==> src/rtl/timer_arbiter_pkg.sv <==
// rtl/timer_arbiter_pkg.sv - shared state encoding and rate-code constants for the timer arbiter
package timer_arbiter_pkg;

    typedef enum logic [1:0] {
        ST_IDLE  = 2'd0,
        ST_LOAD  = 2'd1,
        ST_COUNT = 2'd2,
        ST_DONE  = 2'd3
    } state_t;

    localparam logic [1:0] RATE_1HZ  = 2'd0;
    localparam logic [1:0] RATE_4HZ  = 2'd1;
    localparam logic [1:0] RATE_60HZ = 2'd2;
    localparam logic [1:0] RATE_MIN  = 2'd3;

    localparam int unsigned CLK_HZ = 50_000_000;

endpackage

==> src/rtl/timer_arbiter_if.sv <==
// rtl/timer_arbiter_if.sv - requester-facing signal bundle of the shared delay timer
interface timer_arbiter_if #(
    parameter int NUM_REQ = 4,
    parameter int CNT_W   = 28
);
    logic [NUM_REQ-1:0]   req;
    logic [2*NUM_REQ-1:0] rate_sel;
    logic                 pause;
    logic [NUM_REQ-1:0]   grant;
    logic [NUM_REQ-1:0]   done;
    logic                 busy;
    logic                 tick;
    logic [CNT_W-1:0]     count;

    modport master (
        output req, rate_sel, pause,
        input  grant, done, busy, tick, count
    );

    modport slave (
        input  req, rate_sel, pause,
        output grant, done, busy, tick, count
    );
endinterface

==> src/rtl/timer_arbiter_rr_pick.sv <==
// rtl/timer_arbiter_rr_pick.sv - combinational round-robin picker: first set req at or above ptr, wrapping
module timer_arbiter_rr_pick #(
    parameter int N   = 4,
    parameter int IDW = 2
) (
    input  logic [N-1:0]   req,
    input  logic [IDW-1:0] ptr,
    output logic [N-1:0]   pick,
    output logic [IDW-1:0] id,
    output logic           valid
);
    localparam logic [IDW:0] NV = (IDW+1)'(N);

    logic [N-1:0]   rot;
    logic [IDW-1:0] off;
    logic [IDW:0]   sum;

    // Rotate so bit 0 is the requester at ptr; the lowest set bit is then the winner.
    always_comb begin
        rot   = N'({req, req} >> ptr);
        valid = 1'b0;
        off   = '0;
        for (int j = N - 1; j >= 0; j--) begin
            if (rot[j]) begin
                valid = 1'b1;
                off   = IDW'(j);
            end
        end
        sum = {1'b0, ptr} + {1'b0, off};
        if (sum >= NV) begin
            sum = sum - NV;
        end
        id   = sum[IDW-1:0];
        pick = valid ? (N'(1) << id) : '0;
    end
endmodule

==> src/rtl/timer_arbiter.sv <==
// rtl/timer_arbiter.sv - round-robin sharing of one down-counting delay timer among NUM_REQ requesters
module timer_arbiter
    import timer_arbiter_pkg::*;
#(
    parameter int          NUM_REQ = 4,
    parameter int          CNT_W   = 28,
    parameter int unsigned RATE0   = 49_999_999,
    parameter int unsigned RATE1   = 12_499_999,
    parameter int unsigned RATE2   = 833_332,
    parameter int unsigned RATE3   = 0
) (
    input  logic            clock,
    input  logic            reset,
    timer_arbiter_if.slave  bus
);
    localparam int IDW = $clog2(NUM_REQ);

    state_t             state, state_next;
    logic [IDW-1:0]     id;
    logic [IDW-1:0]     rr_ptr;
    logic [1:0]         code;
    logic [NUM_REQ-1:0] grant;
    logic [CNT_W-1:0]   count;

    logic [NUM_REQ-1:0] pick;
    logic [IDW-1:0]     pick_id;
    logic               pick_valid;
    logic [1:0]         code_sel;

    logic take, load, dec, release_owner;

    timer_arbiter_rr_pick #(.N(NUM_REQ), .IDW(IDW)) u_pick (
        .req   (bus.req),
        .ptr   (rr_ptr),
        .pick  (pick),
        .id    (pick_id),
        .valid (pick_valid)
    );

    assign code_sel = bus.rate_sel[{pick_id, 1'b0} +: 2];

    function automatic logic [CNT_W-1:0] rate_value(input logic [1:0] c);
        case (c)
            RATE_1HZ:  rate_value = CNT_W'(RATE0);
            RATE_4HZ:  rate_value = CNT_W'(RATE1);
            RATE_60HZ: rate_value = CNT_W'(RATE2);
            default:   rate_value = CNT_W'(RATE3);
        endcase
    endfunction

    always_ff @(posedge clock or posedge reset) begin
        if (reset) begin
            state <= ST_IDLE;
        end else begin
            state <= state_next;
        end
    end

    // A dropped req of the owner cancels, and wins over expiry in the same cycle.
    always_comb begin
        state_next    = state;
        take          = 1'b0;
        load          = 1'b0;
        dec           = 1'b0;
        release_owner = 1'b0;
        case (state)
            ST_IDLE: begin
                if (pick_valid) begin
                    take       = 1'b1;
                    state_next = ST_LOAD;
                end
            end
            ST_LOAD: begin
                if (!bus.req[id]) begin
                    release_owner = 1'b1;
                    state_next    = ST_IDLE;
                end else begin
                    load       = 1'b1;
                    state_next = ST_COUNT;
                end
            end
            ST_COUNT: begin
                if (!bus.req[id]) begin
                    release_owner = 1'b1;
                    state_next    = ST_IDLE;
                end else if (count == '0) begin
                    state_next = ST_DONE;
                end else if (!bus.pause) begin
                    dec = 1'b1;
                end
            end
            ST_DONE: begin
                release_owner = 1'b1;
                state_next    = ST_IDLE;
            end
            default: state_next = ST_IDLE;
        endcase
    end

    always_ff @(posedge clock or posedge reset) begin
        if (reset) begin
            id     <= '0;
            rr_ptr <= '0;
            code   <= '0;
            grant  <= '0;
            count  <= '0;
        end else begin
            if (take) begin
                grant <= pick;
                id    <= pick_id;
                code  <= code_sel;
            end
            if (release_owner) begin
                grant  <= '0;
                rr_ptr <= (id == IDW'(NUM_REQ - 1)) ? '0 : id + 1'b1;
            end
            if (load) begin
                count <= rate_value(code);
            end else if (dec) begin
                count <= count - 1'b1;
            end
        end
    end

    assign bus.grant = grant;
    assign bus.done  = (state == ST_DONE) ? grant : '0;
    assign bus.tick  = (state == ST_DONE);
    assign bus.busy  = (state != ST_IDLE);
    assign bus.count = count;

endmodule

==> src/flat_wrapper.sv <==
// flat-port wrapper written by rule: the top's interface ports become plain ports
module timer_arbiter_flat import timer_arbiter_pkg::*;
#(
    parameter int          NUM_REQ = 4,
    parameter int          CNT_W   = 28,
    parameter int unsigned RATE0   = 49_999_999,
    parameter int unsigned RATE1   = 12_499_999,
    parameter int unsigned RATE2   = 833_332,
    parameter int unsigned RATE3   = 0
)
  (clock, reset, bus_req, bus_rate_sel, bus_pause, bus_grant, bus_done, bus_busy, bus_tick, bus_count);
  timer_arbiter_if #(.NUM_REQ(NUM_REQ), .CNT_W(CNT_W)) bus_i ();
  input  logic clock;
  input  logic reset;
  input wire logic [$bits(bus_i.req)-1:0] bus_req;
  input wire logic [$bits(bus_i.rate_sel)-1:0] bus_rate_sel;
  input wire logic [$bits(bus_i.pause)-1:0] bus_pause;
  output wire logic [$bits(bus_i.grant)-1:0] bus_grant;
  output wire logic [$bits(bus_i.done)-1:0] bus_done;
  output wire logic [$bits(bus_i.busy)-1:0] bus_busy;
  output wire logic [$bits(bus_i.tick)-1:0] bus_tick;
  output wire logic [$bits(bus_i.count)-1:0] bus_count;
  assign bus_i.req = bus_req;
  assign bus_i.rate_sel = bus_rate_sel;
  assign bus_i.pause = bus_pause;
  assign bus_grant = bus_i.grant;
  assign bus_done = bus_i.done;
  assign bus_busy = bus_i.busy;
  assign bus_tick = bus_i.tick;
  assign bus_count = bus_i.count;
  timer_arbiter #(.NUM_REQ(NUM_REQ), .CNT_W(CNT_W), .RATE0(RATE0), .RATE1(RATE1), .RATE2(RATE2), .RATE3(RATE3)) u_core (.clock(clock), .reset(reset), .bus(bus_i));
endmodule
==> config.mk <==
export PLATFORM = sky130hd
export DESIGN_NAME = timer_arbiter_flat
export DESIGN_NICKNAME = d
export VERILOG_FILES = /design/src/rtl/timer_arbiter_pkg.sv /design/src/rtl/timer_arbiter_if.sv /design/src/rtl/timer_arbiter_rr_pick.sv /design/src/rtl/timer_arbiter.sv /design/src/flat_wrapper.sv
export SDC_FILE = /design/constraint.sdc
export NUM_CORES = 1
export LEC_CHECK = 0
export BUFFER_PORTS_ARGS = -buffer_cell sky130_fd_sc_hd__buf_2
export CAP_MARGIN = 25
export CORE_MARGIN = 5
export CORE_UTILIZATION = 35
export DETAILED_ROUTE_END_ITERATION = 8
export GPL_ROUTABILITY_DRIVEN = 0
export PLACE_DENSITY_LB_ADDON = 0.1
export SETUP_SLACK_MARGIN = 0.4
export SYNTH_ARGS = -nofsm -noshare
export SYNTH_HDL_FRONTEND = slang
export SYNTH_SLANG_ARGS = --single-unit
==> constraint.sdc <==
create_clock -name clock -period 6.5 [get_ports clock]
set_input_delay 1.3 -clock clock [delete_from_list [all_inputs] [get_ports clock]]
set_output_delay 1.3 -clock clock [all_outputs]
set_load 0.03 [all_outputs]
==> results of run 1 <==
[worst min path at each step]
stage / endpoint / from / slack [ns]
finish: u_core.id[1]$_DFFE_PP0P_ / u_core.id[1]$_DFFE_PP0P_ / 0.54
global route: u_core.bus.grant[1]$_DFFE_PP0P_ / u_core.bus.grant[1]$_DFFE_PP0P_ / 0.57
CTS: u_core.id[1]$_DFFE_PP0P_ / u_core.id[1]$_DFFE_PP0P_ / 0.55
detailed placement: u_core.bus.grant[2]$_DFFE_PP0P_ / u_core.bus.grant[2]$_DFFE_PP0P_ / 0.52
global placement: u_core.id[1]$_DFFE_PP0P_ / u_core.id[1]$_DFFE_PP0P_ / 0.52
floorplan: u_core.id[1]$_DFFE_PP0P_ / u_core.id[1]$_DFFE_PP0P_ / 0.48
[through the flow]
stage | instance area, um^2 | setup slack, ns | std cells | hold WS [ns] | total power, mW
6_report | 2940 | 3.12 | 418 | 0.543 | 1.42
5_1_grt | 2940 | 2.98 | 418 | 0.567 | 1.55
4_1_cts | 2940 | 3.13 | 418 | 0.546 | 1.44
3_5_place_dp | 2850 | 2.83 | 410 | 0.524 | 1.26
3_3_place_gp | 2850 | 2.82 | 410 | 0.518 | 1.25
2_1_floorplan | 2510 | 3.05 | 270 | 0.483 | 1.06
[layout make-up]
class,count,area share [%]
Multi-Input combinational cell,211,48.4
Sequential cell,40,34.1
Timing Repair Buffer,53,9.12
Tap cell,96,4.09
Clock buffer,5,2.34
Inverter,10,1.28
Clock inverter,3,0.724
[metal layers]
metal | GRT usage (%) | vias up | wire length, um
met5 | 0 | - | 0
met3 | 3.27 | 5 | 353
met2 | 21.3 | 57 | 2670
li1 | - | 1050 | -
met4 | 4.33 | 0 | 70
met1 | 21.4 | 967 | 3030
[power breakdown]
part | switching, mW | leakage (nW) | internal (mW)
Sequential | 0.121 | 0.473 | 0.351
Combinational | 0.495 | 0.734 | 0.280
Clock | 0.0959 | 0.0445 | 0.0762
[synth_stat cells, drive strengths merged (2+ instances only)]
| cell | count | share of area, % |
|---|---|---|
| dfrtp | 40 | 40 |
| nor2 | 31 | 4.9 |
| a21oi | 29 | 5.8 |
| nand2 | 28 | 4.3 |
| xor2 | 18 | 6.3 |
| ha | 13 | 6.5 |
| inv | 10 | 1.5 |
| xnor2 | 10 | 3.5 |
| nor4 | 8 | 2.6 |
| o21ai | 8 | 1.6 |
| or4 | 7 | 2.5 |
| and2 | 6 | 1.5 |
| clkbuf | 6 | 1.4 |
| nand3 | 6 | 1.2 |
| nor3 | 6 | 1.2 |
| nand4b | 4 | 1.4 |
| nor2b | 4 | 1.3 |
| buf | 3 | 0.45 |
| mux2 | 3 | 1.3 |
| nand3b | 3 | 0.90 |
| a2bb2oi | 2 | 0.70 |
| a31oi | 2 | 0.50 |
| mux2i | 2 | 0.80 |
| o211ai | 2 | 0.60 |
| o221ai | 2 | 0.70 |
| o41ai | 2 | 1.4 |
| or3 | 2 | 0.50 |
[cell families (layout without fill, tap and decap cells)]
| group | Yosys count | after routing | share of synthesized area, % |
|---|---|---|---|
| buffers and inverters | 19 | 71 | 3.39 |
| adder cells (fa/ha/maj) | 13 | 13 | 6.49 |
| XOR/XNOR | 28 | 28 | 9.79 |
| AND/OR/NAND/NOR | 111 | 111 | 24.2 |
| multiplexers | 6 | 6 | 3.05 |
| AO/OA/AOI/OAI | 53 | 53 | 13.1 |
| flip-flops | 40 | 40 | 39.9 |
[sequential cells by signal, indices dropped and copies added, names as in the netlist]
register	count
u_core.bus.grant	4
u_core.id	2
u_core.code	2
u_core.state	2
u_core.bus.count	28
u_core.rr_ptr	2
[critical path: cells and delay by family]
family                     cells  cell delay (ns)
adders and majority gates      1             0.19
muxes                          1             0.41
buffers and inverters          1             0.15
and+or+nand+nor                1             0.51
xor gates and xnor gates       2             0.78
AOI/OAI and AO/OA              2             0.25
==> metrics.txt, run 1 <==
status=finished, final reports clean; I/O pin total=between 50 and 60; Detailed Route WL=6120 um; post-DP HPWL=4440 um; # setup viols final=0; first-pass GRT wire length=10,200 um; P_leak=1.25 nW; TritonCTS buffer count=5; Worst Setup SP=bus_req[0]; ANT nets after route=0; IR drop worst, VDD=between 0.0002 and 0.0003 V; CP endpoint kind=flip-flop; # DRC=0; number of global-route vias before repair=2,006; count of distinct cell types in the synthesized netlist=slightly below 50; DR pass1 iterations=4; Mapped Avg Cell Area=9.28 um^2; crit path to=u_core.code[0]$_DFFE_PP0P_; routed via count=2,079; post-layout minimum cycle time=between 3 and 4 ns; post_cts resized=0; Syn Nets=298; hold_buf cts=0; Worst-path clk slew=0.08 ns; Tcrit/Tclk final=52.1%; MaxCap Viol Count=0; Chip Width=94.6 um; share of cells above drive strength 1=approximately a quarter; R2R cell count=7; sequential fraction of the synthesis area=39.9%; Filler Cell Count=702; RSZ-0062 raised after global routing=no; Min-Delay Path Depth=2; Setup crit start kind=input port; Slew HR=42.7%; Longest Clk Path Bufs=2; Post-synth ARST share=100%; total track usage=14.6%; Core ar.=between 6000 and 7000 um^2; largest net degree at the start of global routing=41; peak per-stage delay on the critical path=0.70 ns; Final Hold Vio Count=0; initial drt markers=83; FMAX=295 MHz; port buffer count=52; number of H-tree levels=2; Worst EP required=6.72 ns; skew final=0.0219 ns; Die Height=94.6 um; ANT cells=0; max-slew violations=0; nets@finish=349; Top FF cell, synth=dfrtp_1; CP Max Fanout=9; CTS root buf=clkbuf_8; Overflow after GRT=0; CTS tree=built; hold crit path type=reg -> reg; Worst R2R Setup Slack=3.63 ns; P&R area growth vs syn=17.2%; Sequential cell area=1000 um^2; Worst-Skew Late Latency=0.30 ns; Worst EP arrival=3.60 ns; Post-CTS Setup Inserts=0; DR WL/cell=14.7 um; vias per cell=4.97; end of the worst register-to-register path=u_core.bus.count[12]$_DFFE_PP0P_; final core utilization=42.8%; commonest non-fill, non-tap cell in the layout=buf_2; commonest cells after routing, fill and taps aside=buf_2 (52), dfrtp_1 (40), nor2_1 (30); FF-to-FF Start=u_core.bus.count[6]$_DFFE_PP0P_; Power Density=483 nW/um^2; CTS sink cnt=40; worst slew pin tran=around 0.85 ns; Synth Register Bits=40; die area=8950 um^2; Ys Warns=0; # rows=30; EDFF count, synth=0; Post-Syn Area=2510 um^2; Multi-input gate area=1420 um^2; cells after synthesis=270; Slowest-stage cell, CP=xnor2_1; crit path cell chain=buf_2, or4_1, o2111ai_1, ha_1, xor2_1, xnor2_1, mux2_2, o221ai_1; effective utilization at floorplan=36.5%; Worst Setup Path Type=in -> reg; initial antenna violation count=0; setup total negative slack=0 ns
Power figures use the tool's default switching activity.
==> run 2, diff against run 1 <==
==> constraint.sdc (replaced) <==
create_clock -name clock -period 2.9 [get_ports clock]
set_input_delay 0.58 -clock clock [delete_from_list [all_inputs] [get_ports clock]]
set_output_delay 0.58 -clock clock [all_outputs]
set_load 0.03 [all_outputs]
==> run 2 against run 1 <==
  * Clock skew decreased by 0.018 ns
  * Combinational power increased to 2.7 times the previous value
  * Worst hold slack got worse by 0.15 ns
  * Clock-buffer cell count increased by 2
  * Highest routed layer unchanged
==> metrics.txt, run 2 (same netlist as run 1, synthesis figures left out) <==
Longest Clk Path Bufs=2; TritonCTS buffer count=5; Final Hold Vio Count=0; DR pass1 iterations=4; total track usage=15.3%; Overflow after GRT=0; largest net degree at the start of global routing=41; ANT cells=0; Detailed Route WL=6530 um; die area=8950 um^2; initial drt markers=99; Core ar.=6870 um^2; commonest non-fill, non-tap cell in the layout=buf_2; IR drop worst, VDD=~0.00055 V; first-pass GRT wire length=10,800 um; # setup viols final=0; FMAX=403 MHz; # DRC=0; Power, Total=between 3 and 4 mW; P_leak=1.43 nW; placed cell area=2960 um^2; Worst-path clk slew=0.08 ns; CTS root buf=clkbuf_8; number of flip-flops in the largest register=28; CTS sink cnt=40; max-slew violations=0; final core utilization=between 40% and 50%; initial antenna violation count=0; post-DP HPWL=4610 um; number of H-tree levels=2; worst slew pin tran=0.661 ns; Worst Setup Path Type=reg -> reg; I/O pin total=53; CP endpoint kind=flip-flop; skew final=around 0.0042 ns; P&R area growth vs syn=30.9%; Die Height=94.6 um; post-layout instance area=3280 um^2; post-layout minimum cycle time=around 2.5 ns; port buffer count=52; MaxCap Viol Count=0; commonest cells after routing, fill and taps aside=buf_2 (52), dfrtp_1 (33), nor2_1 (29), a21oi_1 (29), nand2_1 (27); leading registers by flop count=u_core.bus.count: 28 flops, u_core.bus.grant: 4 flops; Tcrit/Tclk final=85.5%; Worst EP required=3.05 ns; CP Max Fanout=7; Chip Width=between 90 and 100 um; # rows=30; Worst R2R Setup Slack=about 0.42 ns; setup total negative slack=0 ns; vias per cell=5.03; Filler Cell Count=a little under 700; placed cells=416; effective utilization at floorplan=about 36%; RSZ-0062 raised after global routing=yes; Setup crit start kind=flip-flop; routed via count=2,235; Sequential cell area=~1000 um^2; Power Density=1120 nW/um^2; hold_buf cts=0; ANT nets after route=0; Post-Layout Cell Count=444; Slew HR=~56%; Worst-Skew Late Latency=around 0.29 ns; hold crit path type=in -> async; Biggest register=u_core.bus.count; CTS tree=built; DR WL/cell=14.7 um; number of global-route vias before repair=2,196; Worst EP arrival=2.63 ns; status=finished, final reports clean; Multi-input gate area=roughly 1500 um^2; share of cells above drive strength 1=between 30% and 40%; nets@finish=roughly 380
-- run 2: critical path: stages, from the launching register on --
cell	delay, ns
dfrtp_1	0.40
or4_4	0.53
or4_4	0.57
o41ai_4	0.24
buf_4	0.20
nor2_4	0.06
buf_4	0.14
xnor2_2	0.12
a21oi_1	0.08
-- run 2: timing repair --
item	in CTS	in global routing
pin swaps	10	15
buffers inserted	9	11
resized for setup	3	7
setup endpoints to repair	17	29
-- run 2: cell type report --
type                    count  share of cell area, %
well taps                  96                   3.66
clock buffers               7                   2.94
inverters                  10                   1.14
clock inverters             1                  0.915
flip-flops and latches     40                   30.8
multi-input cells         211                   46.3
repair buffers             79                   14.2
-- run 2: worst paths after layout --
path	startpoint	to	cells after the start
worst max-delay path	u_core.bus.count[24]$_DFFE_PP0P_	u_core.bus.count[0]$_DFFE_PP0P_	8
worst min-delay path	reset	u_core.bus.count[12]$_DFFE_PP0P_	3
worst max register to register	u_core.bus.count[24]$_DFFE_PP0P_	u_core.bus.count[0]$_DFFE_PP0P_	8
worst min register to register	u_core.id[1]$_DFFE_PP0P_	u_core.id[1]$_DFFE_PP0P_	2
max in group asynchronous	reset	u_core.bus.count[4]$_DFFE_PP0P_	3
min in group clock	u_core.id[1]$_DFFE_PP0P_	u_core.id[1]$_DFFE_PP0P_	2
-- run 2: layer usage --
| layer | share of wire [%] | GRT usage (%) | routed length [um] |
|---|---|---|---|
| met3 | 5.3 | 3.82 | 345 |
| met5 | 0 | 0 | 0 |
| met1 | 50 | 21.9 | 3260 |
| met2 | 44 | 23.1 | 2850 |
| met4 | 1.1 | 3.49 | 72 |
-- run 2: through the flow --
| stage | hold WS [ns] | setup slack [ns] |
|---|---|---|
| detailed placement | 0.530 | 0.257 |
| CTS | 0.424 | 0.347 |
| finish | 0.390 | 0.421 |
| global route | 0.457 | 0.303 |
| floorplan | 0.483 | 0.274 |
| global placement | 0.520 | 0.276 |
-- run 2: report_power, final --
group          total (mW)  switching, mW  internal (mW)  leakage [nW]
Sequential           1.05          0.257          0.793         0.467
Clock               0.514          0.210          0.304        0.0645
Combinational        2.12           1.23          0.882         0.898
==> run 3, diff against run 2 <==
--- a/config.mk
+++ b/config.mk
@@ -5,12 +5,13 @@
 export SDC_FILE = /design/constraint.sdc
 export NUM_CORES = 1
 export LEC_CHECK = 0
-export BUFFER_PORTS_ARGS = -buffer_cell sky130_fd_sc_hd__buf_2
 export CAP_MARGIN = 25
 export CORE_MARGIN = 5
 export CORE_UTILIZATION = 35
 export DETAILED_ROUTE_END_ITERATION = 8
+export DONT_BUFFER_PORTS = 1
 export GPL_ROUTABILITY_DRIVEN = 0
+export HOLD_SLACK_MARGIN = 0.03
 export PLACE_DENSITY_LB_ADDON = 0.1
 export SETUP_SLACK_MARGIN = 0.4
 export SYNTH_ARGS = -nofsm -noshare
==> run 3 against run 2 <==
  * Flip-flop and latch count stayed put
  * Maximum frequency is 4.3% lower
  * Die area stayed put
  * Clock power is 31% lower
  * Sequential share of layout area is 2.1 points higher
  * Via count is 7.5% lower
  * Core utilization is 3.0 points lower
  * Critical path depth stayed put
  * Critical path type unchanged
==> metrics.txt, run 3 (same netlist as run 1, synthesis figures left out) <==
status=finished, final reports clean; I/O pin total=53; RSZ-0062 raised after global routing=yes; Power Density=between 1000 and 1500 nW/um^2; # setup viols final=0; number of flip-flops in the largest register=28; placed cell area=2750 um^2; Overflow after GRT=0; DR pass1 iterations=4; Net Sw Power=between 1.5 and 2 mW; Setup crit start kind=flip-flop; Core ar.=6870 um^2; nets@finish=326; Worst Setup Path Type=reg -> reg; routed via count=2,068; Net Sw Frac=49.1%; DR WL/cell=roughly 16 um; Biggest register=u_core.bus.count; MaxCap Viol Count=0; Tcrit/Tclk final=between 80% and 90%; Multi-input gate area=1580 um^2; leading registers by flop count=u_core.bus.count: 28 flops, u_core.bus.grant: 4 flops; post-layout minimum cycle time=~2.6 ns; effective utilization at floorplan=36.5%; Worst-path clk slew=0.08 ns; Power Internal=roughly 1.7 mW; Worst-Skew Late Latency=between 0.2 and 0.3 ns; TritonCTS buffer count=5; combinational share of power=51.4%; Worst R2R Setup Slack=between 0.3 and 0.4 ns; worst slew pin tran=slightly above 0.6 ns; Final Hold Vio Count=0; FF-to-FF Start=u_core.bus.count[19]$_DFFE_PP0P_; # rows=30; Worst EP arrival=2.76 ns; number of H-tree levels=2; number of global-route vias before repair=1,979; Die Height=94.6 um; max-slew violations=0; Detailed Route WL=6390 um; peak per-stage delay on the critical path=0.55 ns; FMAX=386 MHz; Sequential cell area=1010 um^2; setup total negative slack=0 ns; CTS sink cnt=40; skew final=0.0103 ns; Flop pwr share=between 30% and 40%; Longest Clk Path Bufs=2; crit path cell chain=or4_4, or4_4, o41ai_4, buf_6, nor2_4, nor4b_4, xnor2_1, a21oi_1; Slowest-stage cell, CP=or4_4; CP Max Fanout=6; IR drop worst, VDD=0.000445 V; CP endpoint kind=flip-flop; largest net degree at the start of global routing=41; Worst EP required=3.07 ns; post-DP HPWL=between 4000 and 5000 um; initial antenna violation count=0; P_leak=between 1 and 1.5 nW; Slew HR=58.1%; post-layout instance area=3070 um^2; commonest non-fill, non-tap cell in the layout=dfrtp_1; ANT nets after route=0; first-pass GRT wire length=about 11,000 um; Filler Cell Count=roughly 700; port buffer count=0; Crit path top cell by count=or4_4; # DRC=0; Chip Width=around 95 um; ANT cells=0; initial drt markers=82; hold crit path type=in -> async; share of cells above drive strength 1=25.5%; CTS root buf=clkbuf_8; die area=roughly 9000 um^2; R2R cell count=8; Clock power frac=10.5%; vias per cell=5.25; commonest cells after routing, fill and taps aside=dfrtp_1 (32), nor2_1 (29), a21oi_1 (27); P&R area growth vs syn=22.6%; end of the worst register-to-register path=u_core.bus.count[6]$_DFFE_PP0P_; total track usage=between 10% and 20%; CTS tree=built
-- run 3: power by group through the flow --
| stage | Clock, mW | Sequential, mW | Combinational, mW |
|---|---|---|---|
| 2_1_floorplan | 0 | 1.33 | 1.14 |
| 3_3_place_gp | 0 | 1.30 | 1.56 |
| 3_5_place_dp | 0 | 1.30 | 1.57 |
| 4_1_cts | 0.366 | 1.30 | 1.59 |
| 5_1_grt | 0.390 | 1.34 | 1.95 |
| 6_report | 0.356 | 1.29 | 1.75 |
-- run 3: how the worst max path moves through the flow --
stage / endpoint / slack [ns] / start
2_1_floorplan: u_core.bus.count[6]$_DFFE_PP0P_ / 0.27 / u_core.bus.count[7]$_DFFE_PP0P_
3_3_place_gp: u_core.bus.count[19]$_DFFE_PP0P_ / 0.11 / u_core.bus.count[7]$_DFFE_PP0P_
3_5_place_dp: u_core.bus.count[19]$_DFFE_PP0P_ / 0.09 / u_core.bus.count[7]$_DFFE_PP0P_
4_1_cts: u_core.bus.count[14]$_DFFE_PP0P_ / 0.33 / u_core.bus.count[19]$_DFFE_PP0P_
5_1_grt: u_core.bus.count[6]$_DFFE_PP0P_ / 0.21 / u_core.bus.count[19]$_DFFE_PP0P_
6_report: u_core.bus.count[6]$_DFFE_PP0P_ / 0.31 / u_core.bus.count[19]$_DFFE_PP0P_
-- run 3: final cells by class --
class / count / share of cell area (%)
clock inverter: 1 / 0.163
multi-input combinational: 212 / 51.3
timing repair buffer: 29 / 8.15
inverter: 10 / 1.22
clock buffer: 6 / 2.36
tap: 96 / 3.91
sequential: 40 / 32.9
-- run 3: worst max-delay path, delay by kind of cell (launching register included) --
kind / cells / cell delay [ns]
AND/OR/NAND/NOR: 4 / 1.29
flip-flops: 1 / 0.50
AO/OA/AOI/OAI: 2 / 0.31
buffers and inverters: 1 / 0.19
XOR/XNOR: 1 / 0.17
-- run 3: repair_timing --
action                     in CTS  in global routing
setup buffers                   6                  9
gates cloned                    1                  0
resized for setup              12                 11
hold buffers                    0                  0
setup endpoints to repair      25                 31
pin swaps                      12                 31
-- run 3: metal layers --
layer	wire, um	global-route usage (%)	up-vias
met5	0	0	-
li1	-	-	1002
met1	3050	21.2	1006
met2	2780	21.3	53
met4	66	3.25	0
met3	490	5.66	7
-- run 3: per-stage QoR --
stage / utilization, % / std cells / hold WS [ns] / power, mW / worst slack [ns]
after detailed placement: 40.1 / 371 / 0.515 / 2.87 / 0.0920
after global routing: 44.7 / 394 / 0.353 / 3.68 / 0.212
after floorplan: - / 270 / 0.483 / 2.47 / 0.274
after CTS: 43.0 / 385 / 0.322 / 3.26 / 0.335
final: 44.7 / 394 / 0.299 / 3.40 / 0.310
after global placement: 40.1 / 371 / 0.509 / 2.86 / 0.108
